--- src/rtl/demoman_pkg.sv ---
// rtl/demoman_pkg.sv - shared state encodings and side constants for the player controller
package demoman_pkg;

   typedef enum logic [2:0] {
      S_IDLE         = 3'd0,
      S_MOVE_FWD     = 3'd1,
      S_MOVE_BWD     = 3'd2,
      S_ATK_STARTUP  = 3'd3,
      S_ATK_ACTIVE   = 3'd4,
      S_ATK_RECOVERY = 3'd5
   } state_t;

   localparam logic LEFT  = 1'b0;
   localparam logic RIGHT = 1'b1;

   function automatic logic is_attack(input state_t s);
      return (s == S_ATK_STARTUP) || (s == S_ATK_ACTIVE) || (s == S_ATK_RECOVERY);
   endfunction

endpackage

--- src/rtl/player_ctrl_if.sv ---
// rtl/player_ctrl_if.sv - frame/input and sprite/hitbox signal bundle between debouncer, controller and renderer
interface player_ctrl_if import demoman_pkg::*; #(
   parameter int POS_W = 17
) ();

   logic             tick;
   logic             side;
   logic             left;
   logic             right;
   logic             attack;
   logic [POS_W-1:0] posx;
   logic [POS_W-1:0] posy;
   state_t           state;
   logic             hitbox_active;
   logic             busy;

   modport master (
      output tick, side, left, right, attack,
      input  posx, posy, state, hitbox_active, busy
   );

   modport slave (
      input  tick, side, left, right, attack,
      output posx, posy, state, hitbox_active, busy
   );

endinterface

--- src/rtl/phase_counter.sv ---
// rtl/phase_counter.sv - attack phase frame counter, clear wins over enable
module phase_counter #(
   parameter int CNT_W = 8
) (
   input  logic             clk,
   input  logic             rst_n,
   input  logic             en,
   input  logic             clr,
   output logic [CNT_W-1:0] count
);

   logic [CNT_W-1:0] r_count;

   always_ff @(posedge clk or negedge rst_n) begin
      if (!rst_n) begin
         r_count <= '0;
      end else if (clr) begin
         r_count <= '0;
      end else if (en) begin
         r_count <= r_count + 1'b1;
      end
   end

   assign count = r_count;

endmodule

--- src/rtl/player_ctrl.sv ---
// rtl/player_ctrl.sv - per-player movement/attack FSM with frame-stepped, wall-clamped x position
module player_ctrl import demoman_pkg::*; #(
   parameter int POS_W        = 17,
   parameter int X_MIN        = 0,
   parameter int X_MAX        = 600,
   parameter int START_X      = 100,
   parameter int START_Y      = 300,
   parameter int SPEED_FWD    = 3,
   parameter int SPEED_BWD    = 2,
   parameter int ATK_STARTUP  = 5,
   parameter int ATK_ACTIVE   = 3,
   parameter int ATK_RECOVERY = 8,
   parameter int CNT_W        = 8
) (
   input  logic         clk,
   input  logic         rst_n,
   player_ctrl_if.slave io
);

   localparam logic [CNT_W-1:0] LP_END_S = CNT_W'(ATK_STARTUP - 1);
   localparam logic [CNT_W-1:0] LP_END_A = CNT_W'(ATK_ACTIVE - 1);
   localparam logic [CNT_W-1:0] LP_END_R = CNT_W'(ATK_RECOVERY - 1);

   localparam logic signed [POS_W+1:0] LP_XMIN  = (POS_W+2)'(X_MIN);
   localparam logic signed [POS_W+1:0] LP_XMAX  = (POS_W+2)'(X_MAX);
   localparam logic signed [POS_W+1:0] LP_SPD_F = (POS_W+2)'(SPEED_FWD);
   localparam logic signed [POS_W+1:0] LP_SPD_B = (POS_W+2)'(SPEED_BWD);

   state_t                   r_state;
   state_t                   w_state_nxt;
   logic [POS_W-1:0]         r_posx;
   logic [POS_W-1:0]         w_posx_nxt;
   logic [CNT_W-1:0]         w_count;
   logic [CNT_W-1:0]         w_len_end;
   logic                     w_phase_end;
   logic                     w_clr;
   logic                     w_busy;
   logic                     w_dir_pos;
   logic                     w_dir_neg;
   logic                     w_fwd_req;
   logic                     w_bwd_req;
   logic                     w_moving;
   logic                     w_step_up;
   logic signed [POS_W+1:0]  w_step;
   logic signed [POS_W+1:0]  w_cand;

   assign w_busy    = is_attack(r_state);
   assign w_dir_pos = io.right & ~io.left;
   assign w_dir_neg = io.left & ~io.right;
   assign w_fwd_req = (io.side == LEFT)  ? w_dir_pos : w_dir_neg;
   assign w_bwd_req = (io.side == RIGHT) ? w_dir_pos : w_dir_neg;

   phase_counter #(.CNT_W(CNT_W)) u_phase_counter (
      .clk   (clk),
      .rst_n (rst_n),
      .en    (io.tick & w_busy),
      .clr   (w_clr),
      .count (w_count)
   );

   always_comb begin
      w_len_end = '0;
      case (r_state)
         S_ATK_STARTUP:  w_len_end = LP_END_S;
         S_ATK_ACTIVE:   w_len_end = LP_END_A;
         S_ATK_RECOVERY: w_len_end = LP_END_R;
         default:        w_len_end = '0;
      endcase
   end

   assign w_phase_end = (w_count == w_len_end);

   always_comb begin
      w_state_nxt = r_state;
      w_clr       = 1'b0;
      if (io.tick) begin
         case (r_state)
            S_IDLE, S_MOVE_FWD, S_MOVE_BWD: begin
               if (io.attack) begin
                  w_state_nxt = S_ATK_STARTUP;
                  w_clr       = 1'b1;
               end else if (w_fwd_req) begin
                  w_state_nxt = S_MOVE_FWD;
               end else if (w_bwd_req) begin
                  w_state_nxt = S_MOVE_BWD;
               end else begin
                  w_state_nxt = S_IDLE;
               end
            end
            S_ATK_STARTUP: begin
               if (w_phase_end) begin
                  w_state_nxt = S_ATK_ACTIVE;
                  w_clr       = 1'b1;
               end
            end
            S_ATK_ACTIVE: begin
               if (w_phase_end) begin
                  w_state_nxt = S_ATK_RECOVERY;
                  w_clr       = 1'b1;
               end
            end
            S_ATK_RECOVERY: begin
               if (w_phase_end) begin
                  w_state_nxt = S_IDLE;
                  w_clr       = 1'b1;
               end
            end
            default: w_state_nxt = S_IDLE;
         endcase
      end
   end

   // Step sign comes from the live side input; signed arithmetic with two spare bits so clamping never wraps.
   assign w_moving  = (r_state == S_MOVE_FWD) || (r_state == S_MOVE_BWD);
   assign w_step_up = (r_state == S_MOVE_FWD) == (io.side == LEFT);

   always_comb begin
      w_step = (r_state == S_MOVE_FWD) ? LP_SPD_F : LP_SPD_B;
      if (!w_step_up) begin
         w_step = -w_step;
      end
      w_cand = $signed({2'b00, r_posx}) + w_step;
      if (w_cand < LP_XMIN) begin
         w_posx_nxt = LP_XMIN[POS_W-1:0];
      end else if (w_cand > LP_XMAX) begin
         w_posx_nxt = LP_XMAX[POS_W-1:0];
      end else begin
         w_posx_nxt = w_cand[POS_W-1:0];
      end
   end

   always_ff @(posedge clk or negedge rst_n) begin
      if (!rst_n) begin
         r_state <= S_IDLE;
         r_posx  <= POS_W'(START_X);
      end else if (io.tick) begin
         r_state <= w_state_nxt;
         if (w_moving) begin
            r_posx <= w_posx_nxt;
         end
      end
   end

   assign io.state         = r_state;
   assign io.posx          = r_posx;
   assign io.posy          = POS_W'(START_Y);
   assign io.hitbox_active = (r_state == S_ATK_ACTIVE);
   assign io.busy          = w_busy;

endmodule

--- src/flat_wrapper.sv ---
// flat-port wrapper written by rule: the top's interface ports become plain ports
module player_ctrl_flat import demoman_pkg::*;
#(
   parameter int POS_W        = 17,
   parameter int X_MIN        = 0,
   parameter int X_MAX        = 600,
   parameter int START_X      = 100,
   parameter int START_Y      = 300,
   parameter int SPEED_FWD    = 3,
   parameter int SPEED_BWD    = 2,
   parameter int ATK_STARTUP  = 5,
   parameter int ATK_ACTIVE   = 3,
   parameter int ATK_RECOVERY = 8,
   parameter int CNT_W        = 8
)
  (clk, rst_n, io_tick, io_side, io_left, io_right, io_attack, io_posx, io_posy, io_state, io_hitbox_active, io_busy);
  player_ctrl_if #(.POS_W(POS_W)) io_i ();
  input  logic clk;
  input  logic rst_n;
  input wire logic [$bits(io_i.tick)-1:0] io_tick;
  input wire logic [$bits(io_i.side)-1:0] io_side;
  input wire logic [$bits(io_i.left)-1:0] io_left;
  input wire logic [$bits(io_i.right)-1:0] io_right;
  input wire logic [$bits(io_i.attack)-1:0] io_attack;
  output wire logic [$bits(io_i.posx)-1:0] io_posx;
  output wire logic [$bits(io_i.posy)-1:0] io_posy;
  output wire logic [$bits(io_i.state)-1:0] io_state;
  output wire logic [$bits(io_i.hitbox_active)-1:0] io_hitbox_active;
  output wire logic [$bits(io_i.busy)-1:0] io_busy;
  assign io_i.tick = io_tick;
  assign io_i.side = io_side;
  assign io_i.left = io_left;
  assign io_i.right = io_right;
  assign io_i.attack = io_attack;
  assign io_posx = io_i.posx;
  assign io_posy = io_i.posy;
  assign io_state = io_i.state;
  assign io_hitbox_active = io_i.hitbox_active;
  assign io_busy = io_i.busy;
  player_ctrl #(.POS_W(POS_W), .X_MIN(X_MIN), .X_MAX(X_MAX), .START_X(START_X), .START_Y(START_Y), .SPEED_FWD(SPEED_FWD), .SPEED_BWD(SPEED_BWD), .ATK_STARTUP(ATK_STARTUP), .ATK_ACTIVE(ATK_ACTIVE), .ATK_RECOVERY(ATK_RECOVERY), .CNT_W(CNT_W)) u_core (.clk(clk), .rst_n(rst_n), .io(io_i));
endmodule
--- config.mk ---
export PLATFORM = sky130hd
export DESIGN_NAME = player_ctrl_flat
export DESIGN_NICKNAME = d
export VERILOG_FILES = /design/src/rtl/demoman_pkg.sv /design/src/rtl/player_ctrl_if.sv /design/src/rtl/phase_counter.sv /design/src/rtl/player_ctrl.sv /design/src/flat_wrapper.sv
export SDC_FILE = /design/constraint.sdc
export NUM_CORES = 1
export LEC_CHECK = 0
export ABC_AREA = 1
export CAP_MARGIN = 20
export CORE_ASPECT_RATIO = 2
export CORE_UTILIZATION = 50
export CTS_CLUSTER_DIAMETER = 40
export DETAILED_ROUTE_END_ITERATION = 8
export GPL_ROUTABILITY_DRIVEN = 0
export PLACE_DENSITY_LB_ADDON = 0.3
export SLEW_MARGIN = 15
export SYNTH_ARGS = -nofsm -noshare
export SYNTH_HDL_FRONTEND = slang
export SYNTH_HIERARCHICAL = 1
export SYNTH_SLANG_ARGS = --single-unit
--- constraint.sdc ---
create_clock -name clk -period 2.83 [get_ports clk]
set_input_delay 0.849 -clock clk [delete_from_list [all_inputs] [get_ports clk]]
set_output_delay 0.849 -clock clk [all_outputs]
set_load 0.02 [all_outputs]
==> flow_metrics.env, run 1 <==
export IMPL_synth_top_area_share=0.216
export IMPL_antenna_found_initial=0
export IMPL_grt_max_degree=29
export IMPL_setup_slack_ns=-0.384
export IMPL_grt_pass1_wl_mm=14.4
export IMPL_cts_hold_fix_buffers=0
export IMPL_routed_wl_mm=9.58
export IMPL_cts_buffer_depth=2
export IMPL_synth_seq_cells=28
export IMPL_crit_path_top_delay_cell="ha_1"
export IMPL_clock_sinks=28
export IMPL_endpoint="u_core/io.posx[4]"
export IMPL_dp_hpwl_mm=6.29
export IMPL_cts_tree="yes"
export IMPL_reg2reg_depth=15
export IMPL_areaGrowthSynthToFinish_pct=42.7
export IMPL_core_rowCount=38
export IMPL_gr_total_overflow=0
export IMPL_finalInstanceArea_mm2=0.00414
export IMPL_fmax_mhz=311
export IMPL_port_buffers=28
export IMPL_slew_headroom=0.666
export IMPL_grt_pass1_vias=3378
export IMPL_cp_required_ns=3.02
export IMPL_r2r_end="u_core/io.posx[4]"
export IMPL_drive_above_1_share=0.290
export IMPL_crit_fanout=9
export IMPL_instances_no_fill=605
export IMPL_slew_viol_final=0
export IMPL_hold_slack_ns=0.514
export IMPL_worstSkewPairLatency_ns=0.29
export IMPL_drc_errors=0
export IMPL_reg2reg_slack_ns=-0.33
export IMPL_arrival_ns=3.41
export IMPL_cp_num_cells=15
export IMPL_dpl_cell_area_mm2=0.00362
export IMPL_seq_area_frac_synth=0.243
export IMPL_synth_area_top_cells="dfrtp_1 22%, nand2_1 18%, inv_1 10%, ha_1 9.1%, nand3_1 5.4%"
export IMPL_worstMarginPinSlew_ns=0.500
export IMPL_fin_skew_ns=0.00292
export IMPL_initialDrtViolationCount=178
export IMPL_p_per_area_mw_per_mm2=1020
export IMPL_maxCapViolations=0
export IMPL_vias=3370
export IMPL_rsz0062_at_grt="yes"
export IMPL_fin_tns_setup_ns=-2.74
export IMPL_peakVddDrop_uv=713
export IMPL_dieArea_mm2=0.00612
export IMPL_die_w_um=55.8
export IMPL_ioPinCount=46
export IMPL_path_clk_slew_ns=0.09
export IMPL_syn_inst=456
export IMPL_path_buf_inv=3
export IMPL_globalRouteTotalUtil=0.303
export IMPL_cts_root_buf="clkbuf_8"
export IMPL_nets=575
export IMPL_syn_avg_cell_area_um2=6.36
export IMPL_n_antenna_cell=0
export IMPL_utilization=0.750
export IMPL_core_mm2=0.00552
export IMPL_synth_top_cell_by_area="dfrtp_1"
export IMPL_critPathLaunch="io_side"
export IMPL_synth_area_mm2=0.00290
export IMPL_period_minus_slack_ns=3.21
export IMPL_hold_viol=0
export IMPL_critPathCaptureType="flop"
export IMPL_r2r_start="u_core/io.state[2]"
export IMPL_routedWlPerCell_um=15.8
export IMPL_ys_warn_count=6
export IMPL_hp_class="reg2reg"
export IMPL_cts_buffers=3
export IMPL_outcome="finished, violations left"
export IMPL_via_per_inst=5.57
export IMPL_crit_family="simple AND/OR/NAND/NOR gates"
export IMPL_cpPeakStageDelay_ns=0.33
export IMPL_start_util=0.526
export IMPL_path_common_cell="nand2_1"
export IMPL_ys_types=32
export IMPL_path_class="in2reg"
export IMPL_crit_chain="buf_6 -> ha_4 -> clkinvlp_4 -> buf_12 -> ha_1 -> a21oi_1 -> o21ai_0 -> a21oi_1 -> nand3b_1 -> nand2_1 -> nand2_1 -> nor2_2 -> nand4_1 -> nand2_1 -> nand2_1"
export IMPL_violations="negative setup slack"
export IMPL_critPathLaunchType="input port"
export IMPL_antenna_left=0
export IMPL_die_y_um=110
export IMPL_drtPass1Iterations=9
export IMPL_finalCritPeriodShare=1.14
export IMPL_power_leakage_nw=2.09
export IMPL_htree_levels=1
export IMPL_dp_cells=588
export IMPL_setup_violations=10
## worst min path at each step
| stage | cells past startpoint | from | slack (ns) | end |
|---|---|---|---|---|
| 4_1_cts | 2 | u_core/io.posx[6] | 0.51 | u_core/io.posx[6] |
| 3_3_place_gp | 2 | u_core/io.posx[5] | 0.48 | u_core/io.posx[5] |
| 5_1_grt | 2 | u_core/io.posx[6] | 0.53 | u_core/io.posx[6] |
| 2_1_floorplan | 2 | u_core/u_phase_counter/count[7] | 0.50 | u_core/u_phase_counter/count[7] |
| 6_report | 2 | u_core/io.posx[6] | 0.51 | u_core/io.posx[6] |
| 3_5_place_dp | 2 | u_core/io.posx[5] | 0.49 | u_core/io.posx[5] |
## logic make-up (layout without fill, tap and decap cells)
group | Yosys count | in the layout | synth area share
simple gates | 259 | 260 | 0.405
buf+inv | 102 | 174 | 0.158
compound gates | 39 | 40 | 0.0820
flops | 28 | 28 | 0.243
fa+ha+maj | 22 | 22 | 0.0975
xor+xnor | 4 | 4 | 0.0121
other cells | 2 | 17 | 0.00259
## worst register-to-register path: cells and delay by family (launching register included)
kind | cells | cell delay, ns
AND/OR/NAND/NOR | 8 | 1.09
AO/OA/AOI/OAI | 3 | 0.75
adder cells (fa/ha/maj) | 2 | 0.52
flip-flops | 1 | 0.42
buffers and inverters | 2 | 0.27
## cell usage after synthesis, drive strengths merged
cell type and number:
nand2 145, inv 81, nor2 49, nand3 38, dfrtp 25, ha 21, buf 20, nand4 19
a21oi 18, o21ai 14, nand3b 4, dfstp 3, nor3 3, xor2 3, a21o 2, conb 2
o211ai 2, a211oi 1, clkbuf 1, fa 1, nor4 1, o21a 1, o22ai 1, xnor2 1
## metrics by stage
step | worst slack (ns) | total power [mW]
after floorplan | -0.197 | 2.14
after global placement | -0.868 | 3.18
after detailed placement | -0.960 | 3.23
after CTS | -0.152 | 3.91
after global routing | -0.465 | 4.47
final | -0.384 | 4.21
## power breakdown
group          leakage, nW  switching, mW  internal [mW]
Sequential           0.369          0.105          0.471
Combinational         1.69           1.87           1.51
Clock               0.0288          0.132          0.125
Total                 2.09           2.11           2.10
## sequential cells by signal, indices dropped and copies added (netlist names)
signal and count:
u_core/io.posx 17, u_core/u_phase_counter/count 8, u_core/io.state 3
## final cells by class
type	count	area (um2)
clock buffers	4	55.1
flip-flops and latches	28	704
inverters	81	310
repair buffers	89	807
multi-input cells	343	2180
well taps	60	75.1
fillers	393	1380
## layer usage
metal	global-route usage	vias up	wire, um
met1	0.269	1572	3190
met4	0.258	0	705
met2	0.605	134	5330
met5	0	-	0
li1	-	1598	-
met3	0.0153	66	360
## repair_timing
action / CTS / global route
buffers inserted: 8 / 2
resized for setup: 50 / 28
endpoints found under the setup margin: 11 / 10
pin swaps: 15 / 20
cloned: 4 / 0
## cells in the final DEF (no fill, tap or decap), types with 15 or more instances in the layout
cell type          n
nand2_1          126
inv_1             70
buf_4             56
nor2_1            35
clkdlybuf4s50_1   26
dfrtp_1           25
nand3_1           22
nand4_1           19
conb_1            17
nand2_2           15
Power figures use the tool's default switching activity.
==> inputs of run 2 (changes only) <==
--- a/config.mk
+++ b/config.mk
@@ -8,7 +8,7 @@
 export ABC_AREA = 1
 export CAP_MARGIN = 20
 export CORE_ASPECT_RATIO = 2
-export CORE_UTILIZATION = 50
+export CORE_UTILIZATION = 49
 export CTS_CLUSTER_DIAMETER = 40
 export DETAILED_ROUTE_END_ITERATION = 8
 export GPL_ROUTABILITY_DRIVEN = 0
@@ -16,5 +16,4 @@
 export SLEW_MARGIN = 15
 export SYNTH_ARGS = -nofsm -noshare
 export SYNTH_HDL_FRONTEND = slang
-export SYNTH_HIERARCHICAL = 1
 export SYNTH_SLANG_ARGS = --single-unit
==> flow_metrics.env, run 2 <==
export IMPL_syn_inst=445
export IMPL_cpPeakStageDelay_ns=0.29
export IMPL_die_w_um=55.6
export IMPL_yosys_cell_count_top_type="nand2_1"
export IMPL_hold_slack_ns=0.516
export IMPL_ys_types=33
export IMPL_hold_viol=0
export IMPL_synth_edf_count=0
export IMPL_antenna_left=0
export IMPL_power_leakage_nw=2.21
export IMPL_synth_top_cell_by_area="dfrtp_1"
export IMPL_areaGrowthSynthToFinish_pct=52.0
export IMPL_grt_pass1_vias=3186
export IMPL_htree_levels=1
export IMPL_core_mm2=0.00547
export IMPL_antenna_found_initial=0
export IMPL_drive_above_1_share=0.361
export IMPL_die_y_um=109
export IMPL_arrival_ns=3.11
export IMPL_start_util=0.515
export IMPL_cp_required_ns=3.02
export IMPL_ioPinCount=46
export IMPL_setup_violations=10
export IMPL_drc_errors=0
export IMPL_crit_path_top_delay_cell="ha_4"
export IMPL_pre_cts_ws_ns=-0.905
export IMPL_p_per_area_mw_per_mm2=1110
export IMPL_core_rowCount=38
export IMPL_grt_max_degree=29
export IMPL_synth_seq_cells=28
export IMPL_synth_area_mm2=0.00282
export IMPL_cts_tree="yes"
export IMPL_via_per_inst=5.40
export IMPL_clock_sinks=28
export IMPL_mostFrequentLayoutCell="nand2_1"
export IMPL_gr_total_overflow=0
export IMPL_globalRouteTotalUtil=0.291
export IMPL_syn_avg_cell_area_um2=6.33
export IMPL_period_minus_slack_ns=2.92
export IMPL_cts_buffer_depth=2
export IMPL_outcome="finished, violations left"
export IMPL_violations="negative setup slack"
export IMPL_maxCapViolations=0
export IMPL_finalInstanceArea_mm2=0.00428
export IMPL_hp_class="reg2reg"
export IMPL_crit_chain="buf_6 -> ha_4 -> inv_8 -> buf_12 -> buf_8 -> ha_4 -> buf_4 -> nand2_1 -> o21ai_0 -> nor2_1 -> nand2_1 -> nand2_1 -> nand2_1 -> nand2_4 -> nor2_4 -> nand3_2 -> nand2_2 -> nand2_1"
export IMPL_critPathCaptureType="flop"
export IMPL_dpl_cell_area_mm2=0.00351
export IMPL_slew_viol_final=0
export IMPL_port_buffers=28
export IMPL_ys_warn_count=0
export IMPL_seq_area_frac_synth=0.250
export IMPL_path_class="in2reg"
export IMPL_nets=573
export IMPL_n_antenna_cell=0
export IMPL_vias=3256
export IMPL_final_cell_mix="98 x nand2_1, 74 x inv_1, 60 x buf_4"
export IMPL_cts_buffers=3
export IMPL_synth_top_area_share=0.222
export IMPL_drtPass1Iterations=4
export IMPL_path_common_cell="nand2_1"
export IMPL_power_mw=4.75
export IMPL_largest_reg_flops=17
export IMPL_worstSkewPairLatency_ns=0.29
export IMPL_routed_wl_mm=9.43
export IMPL_async_reset_ff_frac=1.00
export IMPL_fin_skew_ns=0.00950
export IMPL_crit_fanout=6
export IMPL_dieArea_mm2=0.00607
export IMPL_critPathLaunchType="input port"
export IMPL_synth_area_top_cells="dfrtp_1 22%, nand2_1 18%, inv_1 11%, ha_1 9.3%, nand3_1 5.2%"
export IMPL_routedWlPerCell_um=15.6
export IMPL_path_clk_slew_ns=0.10
export IMPL_fmax_mhz=342
export IMPL_grt_pass1_wl_mm=13.8
export IMPL_finalCritPeriodShare=1.03
export IMPL_peakVddDrop_uv=900
export IMPL_synth_common_cells="137 x nand2_1, 85 x inv_1, 37 x nor2_1"
export IMPL_rsz0062_at_grt="yes"
export IMPL_initialDrtViolationCount=199
export IMPL_setup_slack_ns=-0.0915
export IMPL_dp_hpwl_mm=6.16
export IMPL_ys_flop_type="dfrtp_1"
export IMPL_cts_root_buf="clkbuf_8"
==> run 2: cell types whose count changed after synthesis, sizes merged, moves of 2 or more <==
| cell | delta |
|---|---|
| o211ai | -2 |
| inv | +7 |
| a31oi | +3 |
| nand4 | -10 |
| xor2 | +6 |
| nor2 | -8 |
| o21ai | -7 |
| a21o | -2 |
| or2 | +3 |
| nor3 | +10 |
| nand2 | +3 |
| buf | -3 |
| nand3 | -7 |
==> run 2: final cells by class <==
class | count | area [um2]
Clock inverter | 1 | 30.0
Multi-Input combinational cell | 328 | 2250
Timing Repair Buffer | 95 | 847
Inverter | 88 | 338
Sequential cell | 28 | 704
Clock buffer | 3 | 41.3
Tap cell | 60 | 75.1
Fill cell | 366 | 1190
==> run 2: metrics by stage <==
step / instances / util / setup TNS, ns
after floorplan: 460 / - / -2.49
after global placement: 584 / 0.643 / -8.54
after detailed placement: 584 / 0.643 / -8.66
after CTS: 596 / 0.726 / -0.0766
after global routing: 603 / 0.783 / -1.97
final: 603 / 0.783 / -0.499
==> run 2: critical path: cells and delay by family <==
family	cells	cell delay (ns)
and+or+nand+nor	10	0.94
adders and majority gates	2	0.57
buffers and inverters	5	0.55
AOI/OAI and AO/OA	1	0.21
==> run 2: where the power goes <==
part | total, mW | internal (mW) | switching [mW]
Sequential | 0.596 | 0.488 | 0.108
Combinational | 3.82 | 1.72 | 2.11
Clock | 0.328 | 0.190 | 0.138
==> run 2: what timing repair did <==
item | CTS | global route
hold buffers | 0 | 0
gates cloned | 2 | 1
resized for setup | 60 | 76
buffers inserted | 6 | 6
setup endpoints to repair | 11 | 10
pin swaps | 23 | 41
==> run 2: logic make-up after synthesis <==
logic type,count (synthesis),share of synthesized area
buf+inv,106,0.164
compound gates,29,0.0609
flops,28,0.250
other cells,2,0.00267
fa+ha+maj,22,0.100
xor+xnor,9,0.0280
simple gates,249,0.394
==> run 2: final timing paths <==
check / startpoint / endpoint / slack (ns) / cells past startpoint
min reg2reg: u_core.io.posx[2] / u_core.io.posx[2] / 0.52 / 2
min: u_core.io.posx[2] / u_core.io.posx[2] / 0.52 / 2
max reg2reg: u_core.io.state[1] / u_core.io.posx[4] / -0.08 / 19
max: io_side / u_core.io.posx[4] / -0.09 / 18
max in group asynchronous: rst_n / u_core.io.posx[2] / 1.59 / 2
min in group asynchronous: rst_n / u_core.u_phase_counter.count[5] / 0.93 / 2
==> run 2: layer usage <==
metal	up-vias	track usage	wire (um)
li1	1544	-	-
met1	1507	0.268	3150
met2	144	0.580	5270
met3	61	0.0249	364
met4	0	0.204	649
met5	-	0	0
